File: config.mk
export PLATFORM = sky130hd
export DESIGN_NAME = jk_reg_ctrl
export DESIGN_NICKNAME = d
export VERILOG_FILES = /design/src/rtl/jk_reg_ctrl.sv
export SDC_FILE = /design/constraint.sdc
export NUM_CORES = 1
export LEC_CHECK = 0
export ABC_AREA = 0
export CORE_MARGIN = 5
export CORE_UTILIZATION = 47
export DETAILED_ROUTE_END_ITERATION = 7
export PLACE_DENSITY = 0.74
export SYNTH_ARGS = -nofsm -noshare
export SYNTH_HDL_FRONTEND = slang
export SYNTH_HIERARCHICAL = 1
export SYNTH_SLANG_ARGS = --single-unit
File: constraint.sdc
create_clock -name clk -period 1.7 [get_ports clk]
set_clock_uncertainty 0.15 [all_clocks]
set_input_delay 0.425 -clock clk [delete_from_list [all_inputs] [get_ports clk]]
set_output_delay 0.425 -clock clk [all_outputs]
set_load 0.005 [all_outputs]
File: src/rtl/jk_reg_ctrl.sv
// jk_reg_ctrl: command-driven register built from JK flip-flop cells (LOAD/COUNT/SHIFT/TOGGLE); define JK_REG_CTRL_SAT_EN for saturating COUNT
module jk_ff (
  input  logic clk,
  input  logic reset,
  input  logic j,
  input  logic k,
  output logic q
);
  // classic JK behaviour: 00 hold, 01 clear, 10 set, 11 toggle
  always_ff @(posedge clk)
    if (reset) q <= 1'b0;
    else q <= (j & ~q) | (~k & q);
endmodule

module jk_reg_ctrl #(
  parameter int WIDTH = 4
) (
  input  logic             clk,
  input  logic             reset,
  input  logic             cmd_valid,
  output logic             cmd_ready,
  input  logic [1:0]       cmd_op,
  input  logic [WIDTH-1:0] cmd_arg,
  output logic [WIDTH-1:0] q,
  output logic             busy,
  output logic             done,
  output logic             ovf
);
  localparam logic [1:0] OP_LOAD = 2'b00, OP_COUNT = 2'b01, OP_SHIFT = 2'b10;
  localparam logic [WIDTH-1:0] ONE = WIDTH'(1);
  localparam logic [WIDTH-1:0] W_STEPS = WIDTH'(WIDTH);
  typedef enum logic [1:0] {IDLE, EXEC, DONE} state_t;
  state_t state;
  logic [1:0] op;
  logic [WIDTH-1:0] arg, rem, n, j, k, inc_mask, cnt_mask, shl;
  logic step, all_ones;
  assign step = state == EXEC;
  assign all_ones = &q;
  assign cmd_ready = state == IDLE;
  assign busy = state != IDLE;
  assign done = state == DONE;
  // step count for the incoming command and per-bit j/k drive for the running one
  always_comb begin
    n = cmd_op == OP_COUNT ? cmd_arg :
        cmd_op == OP_SHIFT ? (cmd_arg > W_STEPS ? W_STEPS : cmd_arg) : ONE;
    inc_mask = q ^ (q + ONE);
`ifdef JK_REG_CTRL_SAT_EN
    cnt_mask = all_ones ? '0 : inc_mask;
`else
    cnt_mask = inc_mask;
`endif
    shl = {q[WIDTH-2:0], 1'b0};
    j = !step ? '0 : op == OP_LOAD ? arg : op == OP_COUNT ? cnt_mask : op == OP_SHIFT ? shl : arg;
    k = !step ? '0 : op == OP_LOAD ? ~arg : op == OP_COUNT ? cnt_mask : op == OP_SHIFT ? ~shl : arg;
  end
  for (genvar g = 0; g < WIDTH; g++) begin : g_cell
    jk_ff u_ff (.clk(clk), .reset(reset), .j(j[g]), .k(k[g]), .q(q[g]));
  end
  // controller FSM: accept in IDLE, run rem steps in EXEC, one DONE cycle
  always_ff @(posedge clk)
    if (reset) begin
      state <= IDLE;
      op <= '0;
      arg <= '0;
      rem <= '0;
      ovf <= 1'b0;
    end else if (state == IDLE) begin
      if (cmd_valid) begin
        op <= cmd_op;
        arg <= cmd_arg;
        rem <= n;
        ovf <= 1'b0;
        state <= n == '0 ? DONE : EXEC;
      end
    end else if (step) begin
      rem <= rem - ONE;
      if (op == OP_COUNT && all_ones) ovf <= 1'b1;
      if (rem == ONE) state <= DONE;
    end else state <= IDLE;
endmodule

==> run_results.csv <==
group,metric,value,unit
die,die_area,0.003375,sq mm
routing,routed_via_density,5.455,
power_and_ir_drop,leakage,0.6680,nW
synthesis,synth-seq-area-share,0.3130,
die,die_x,58.10,um
critical_path,crit_type,"in2reg",
die,fp.dieH,58.10,um
placed_design,gp_congestion,0.8744,
clock_tree,cts_sinks,17,
layout,syn2layout_area_growth,40.62,%
die,coreArea,0.002212,sq mm
synthesis,synth_warnings,6,
hold_path,worst_hold_path.endpoint,"ovf$_SDFFE_PP0P_",
routing,wl_per_cell,14.15,um
hold_path,worstHoldPathCells,2,
routing,dr.pass1.iters,4,
synthesis,syn_inst,126,
sta,slew_violations,0,
grt,track_usage,0.1765,
grt,grt_pass1_wl,4719,um
hold_path,hp-class,"reg2reg",
routing,drcViolationCount,0,
hold_path,min_from,"ovf$_SDFFE_PP0P_",
synthesis,ys_ff_latch,17,
critical_path,endpoint_kind,"flip-flop",
clock_tree,clock_path_buffers,2,
synthesis,synth_top_area_frac,0.3130,
power_and_ir_drop,power,1.062,mW
clock_tree,cts_buffers,3,
routing,ant_nets,0,
outcome,outcome,"complete, no violations",
clock_tree,h-tree-depth,1,
placed_design,port-buffer-count,16,
critical_path,crit_path_start_kind,"input pin",
routing,drt_wl_total,2703,um
sta,final-hold-violation-count,0,
synthesis,synthFlopType,"dfxtp_1",
sta,slew_headroom,0.7009,
power_and_ir_drop,ir_worst_vdd,0.0006094,V
sta,setup_viol,0,
critical_path,crit_chain,"clkdlybuf4s50_1 -> buf_4 -> xor2_2 -> a21oi_1 -> nor4_1",
clock_tree,path_clk_slew,0.10,ns
synthesis,synth_nets,138,
sta,hold_ws,0.3312,ns
clock_tree,cts_root_buf,"clkbuf_4",
synthesis,postSynthAreaPerCell,8.629,sq um
critical_path,r2r-start,"state[0]$_SDFFE_PP0P_",
synthesis,yosys-top-cells-count,"17 x dfxtp_1, 11 x nor2_1, 9 x a21oi_1, 9 x mux2i_1, 7 x nand2b_1",
clock_tree,clock_latency,0.29,ns
grt,antenna_found_initial,0,
synthesis,synthMostInstantiatedCell,"dfxtp_1",
critical_path,cp.arrival,1.71,ns
layout,nets,176,
layout,postLayoutCoreUtil,0.6912,
routing,drt_iter0_markers,11,
sta,fmax,0.6004,GHz
sta,min_period_over_period,0.9797,
power_and_ir_drop,p_per_area,694.6,mW/mm^2
critical_path,cp_slowest_stage_delay,0.54,ns
critical_path,r2r-end,"rem[0]$_SDFFE_PP0P_",
synthesis,synth_edf_count,0,
layout,drive_above_1_share,0.3681,
synthesis,syn_area,0.001087,sq mm
critical_path,crit_required,1.75,ns
critical_path,path_max_fanout,4,
placed_design,dpl-instance-area,0.001408,sq mm
sta,tightest_slew,0.4478,ns
grt,grt_max_degree,12,
layout,antenna-diode-count,0,
die,num_io_pins,17,
grt,grt_overflow,0,
critical_path,reg2reg_setup_slack,0.06,ns
sta,finalCriticalPeriod,1.665,ns
synthesis,synthArstFlopShare,0,
die,floorplan.initialDensity,0.4915,
critical_path,reg2reg_depth,5,
synthesis,yosysUniqueCellTypes,36,
grt,grt_pass1_vias,1110,
sta,setup_tns,0,ns
layout,final_design_area_no_fill,0.001529,sq mm
routing,num_vias,1042,
clock_tree,cts_tree,"yes",
placed_design,hpwl,1987,um
synthesis,synth_top_cell_by_area,"dfxtp_1",
critical_path,critPathSlowestCell,"clkdlybuf4s50_1",
job,maxCapViolations,0,
synthesis,synthTopCellsByArea,"dfxtp_1 31%, mux2i_1 8.3%, nand2b_4 5.1%",
die,rows,17,
## timing repair
| action | in CTS | in global routing |
|---|---|---|
| resized for setup | 26 | 14 |
| endpoints found under the setup margin | 11 | 9 |
| hold buffers | 0 | 0 |
| pin swaps | 1 | 0 |
| buffers inserted | 4 | 0 |
## layout make-up
cell class	instances	area [sq um]
inverter	6	22.52
timing repair buffer	38	324.1
tap	28	35.03
sequential	17	355.3
clock buffer	4	26.28
fill	176	683.2
multi-input combinational	98	765.7
## logic make-up (layout without fill, tap and decap cells)
| kind of cell | count (synthesis) | in the layout | synth area share |
|---|---|---|---|
| AND/OR/NAND/NOR | 47 | 47 | 0.2693 |
| multiplexers | 9 | 9 | 0.08286 |
| XOR/XNOR | 2 | 2 | 0.01611 |
| flip-flops | 17 | 17 | 0.3130 |
| buffers and inverters | 11 | 48 | 0.04142 |
| AO/OA/AOI/OAI | 37 | 37 | 0.2428 |
| adder cells (fa/ha/maj) | 3 | 3 | 0.03453 |
## stage by stage
step / setup WS, ns / instances
floorplan: 0.03125 / 126
global placement: -0.2835 / 183
detailed placement: -0.3469 / 183
CTS: -0.001180 / 191
global route: -0.02584 / 191
finish: 0.03454 / 191
## placed cells by master (no fill, tap or decap), drive strengths merged, types with 2 or more instances in the layout
| cell type | instances |
|---|---|
| a221oi | 2 |
| o21bai | 2 |
| nor2 | 11 |
| a21oi | 13 |
| clkdlybuf4s50 | 5 |
| mux2i | 9 |
| or2 | 2 |
| nand2b | 11 |
| nor4 | 3 |
| inv | 6 |
| a21boi | 2 |
| buf | 23 |
| nor2b | 6 |
| ha | 3 |
| a211oi | 5 |
| dfxtp | 17 |
| nand2 | 5 |
| dlygate4sd2 | 9 |
| xor2 | 2 |
| o21ba | 2 |
| clkbuf | 4 |
| o21ai | 5 |
| and2 | 2 |
## registers in the layout, summed over array words and instances (netlist names)
signal and flops:
rem 4, state 2, op 2, arg 4, ovf 1, g_cell.u_ff/q 4
## power breakdown
group          leakage, nW  internal, mW  total [mW]  switching, mW
sequential           0.144         0.433       0.470         0.0370
combinational        0.509         0.194       0.368          0.174
clock               0.0150        0.0913       0.224          0.133
total                0.668         0.718        1.06          0.344
## metal layers
metal | GRT usage | share of wire | vias to the layer above | routed length [um]
met1 | 0.1995 | 0.45 | 495 | 1207
met5 | 0 | 0 | - | 0
met2 | 0.3081 | 0.50 | 16 | 1365
met3 | 0.04009 | 0.028 | 6 | 76
li1 | - | - | 525 | -
met4 | 0.08940 | 0.020 | 0 | 53
## worst max path at each step
stage,slack (ns),start,end
CTS,-0.001,state[0]$_SDFFE_PP0P_,done
detailed placement,-0.35,cmd_arg[3],state[1]$_SDFFE_PP0P_
global placement,-0.28,cmd_arg[0],rem[0]$_SDFFE_PP0P_
global route,-0.03,cmd_op[1],state[1]$_SDFFE_PP0P_
finish,0.03,cmd_op[1],state[1]$_SDFFE_PP0P_
floorplan,0.03,g_cell[1].u_ff/q$_SDFF_PP0_,g_cell[1].u_ff/q$_SDFF_PP0_
## worst max-delay path: cells and delay by family
family | cells | cell delay [ns]
buffers and inverters | 2 | 0.69
and+or+nand+nor | 1 | 0.28
xor gates and xnor gates | 1 | 0.20
AOI/OAI and AO/OA | 1 | 0.11
Note: power is estimated with default switching activity, not from simulation.
==> edit (config.mk and constraints unchanged) <==
Build with the macro `JK_REG_CTRL_SAT_EN` defined.
--- a/src/rtl/jk_reg_ctrl.sv
+++ b/src/rtl/jk_reg_ctrl.sv
@@ -1,4 +1,6 @@
 // jk_reg_ctrl: command-driven register built from JK flip-flop cells (LOAD/COUNT/SHIFT/TOGGLE); define JK_REG_CTRL_SAT_EN for saturating COUNT
+`define JK_REG_CTRL_SAT_EN
+
 module jk_ff (
   input  logic clk,
   input  logic reset,
Check against the original RTL: not equivalent (Yosys sat finds a counterexample within 10 cycles, from zero or initial values and one cycle with reset high).
==> edit against the original RTL <==
Synthesized area is 6.8% higher; non-clock buffer count fell by 3; sequential cell count is the same; sequential share of layout area fell by 0.14 points; synthesized cell count up 4.0%; wire length increased by 7.8%; power up 15%; worst setup slack improved by 7.5 ps; final area is 1.3% higher.
==> edit: results (changes against the original RTL) <==
Clocking
  – Number of buffers added by the clock tree synthesis step: 3 (unchanged)
  – Worst-Skew Late Latency: 310 ps (+20 ps)
  – H-tree depth: 1 (unchanged)
  – Clock transition time at the flip-flop clock pins of the worst setup and hold paths: 120 ps (+20 ps)

Detailed routing
  – Total number of vias: 1088 (+4.4%)
  – Number of DRC markers in iteration 0: 16 (+5)
  – Average wire per cell in the routed design: 14.94 µm (+5.6%)
  – Avg Vias per Cell: 5.579 (+2.3%)
  – Detailed-router iteration count before antenna repair: 4 (unchanged)

Yosys
  – Cell types with the largest area share after synthesis: dfxtp_1 (29%), mux2i_1 (6.0%), nand2b_4 (4.7%)
  – Proportion of register bits with asynchronous set or reset after synthesis: 0 (unchanged)
  – Synthesized net count: 143 (+3.6%)
  – Number of distinct library cells after synthesis: 48 (+33%)
  – Sequential area share after synthesis: 0.2931 (-0.01990)
  – Most common library cells after synthesis: dfxtp_1 (17), nor2_1 (12), nand2_1 (9)
  – Mapped Cells: 131 (+4.0%)

Worst setup path
  – Data arrival, critical path: 1750 ps (+40 ps)
  – Cell type of the slowest stage on the worst timing path: dfxtp_2
  – Biggest fanout along the worst timing path: 2 (-2)
  – Longest individual stage delay on the worst path: 350 ps (-190 ps)
  – Cell type group with the largest total delay on the critical path: compound AO/OA/AOI/OAI gates

Global routing
  – First-pass GRT wire length: 4754 µm (+0.74%)
  – Number of antenna violations at the first check in global routing: 0 (unchanged)
  – Combined global-route utilization of all metal layers: 0.1765 (about the same)
  – Pin count of the biggest net entering global routing: 12 (unchanged)

Finish
  – Share of final-layout standard cells stronger than drive strength 1: 0.3455 (-0.02264)
  – Total number of nets in the final design: 178 (+1.1%)
  – Largest registers: arg: 4 flops, g_cell.u_ff/q: 4 flops, rem: 4 flops

Placement
  – Half-perimeter wire length after detailed placement: 2184 µm (+9.9%)
  – Post-placement setup slack: -155.1 ps (+191.8 ps)
  – Total placed cells including tap cells: 188 (+2.7%)
  – Dpl cell area: 0.001440 mm² (+2.3%)
  – Number of buffer cells added on primary ports: 16 (unchanged)
  – Global placement routability congestion: 0.8201 (-6.2%)

Run status
  – Outcome: finished clean

Timing
  – Setup slack after layout: 42.08 ps (+7.543 ps)
  – Worst slew slack as a fraction of its limit: 0.7488 (+0.04797)
  – Post-Route Hold Slack: 367.8 ps (+36.61 ps)

Power
  – Static leakage: 0.6049 nW (-9.5%)
  – Maximum vdd drop: 0.5760 mV (-5.5%)

Hold path
  – Min-Delay Path Class: reg -> reg
[edit: power by group]
part / switching (mW) / internal (mW) / total, mW
clock: 0.154 / 0.0899 / 0.244
combinational: 0.243 / 0.250 / 0.493
sequential: 0.0458 / 0.443 / 0.489
[edit: worst min-delay path, cell delays in order (launching register included)]
cell and delay (ps):
dfxtp_1 350, nand3_1 70, o31ai_1 60
[edit: cells by family after synthesis]
| family | Yosys count | share of synthesized area |
|---|---|---|
| flops | 17 | 0.2931 |
| xor+xnor | 2 | 0.01509 |
| simple gates | 50 | 0.2726 |
| fa+ha+maj | 3 | 0.03233 |
| mux | 7 | 0.06035 |
| buf+inv | 13 | 0.05926 |
| compound gates | 39 | 0.2673 |
[edit: per-layer routing]
layer  global-route usage  vias up  routed length, µm
met1               0.2108      521               1259
met4              0.08544        0                 75
met2               0.3040       19               1507
met3              0.02808        6                 70
li1                     -      542                  -
met5                    0        -                  0
[edit: timing repair]
action	4_1_cts	5_1_grt
pin swaps	1	7
gates resized for setup	18	13
endpoints found under the setup margin	9	5
setup buffers	2	1
[edit: final cells by class]
type | count | area (µm²)
clock inverters | 1 | 7.507
multi-input cells | 101 | 807.0
well taps | 30 | 37.54
clock buffers | 3 | 22.52
flip-flops and latches | 17 | 357.8
fillers | 196 | 860.8
inverters | 8 | 30.03
repair buffers | 35 | 286.5
[edit: path summary, 6_finish.rpt]
kind | from | end | cells after the start
min reg2reg | rem[1] | rem[1] | 2
max reg2reg | g_cell[1].u_ff/q | g_cell[1].u_ff/q | 7
min | rem[1] | rem[1] | 2
max | g_cell[1].u_ff/q | g_cell[1].u_ff/q | 7
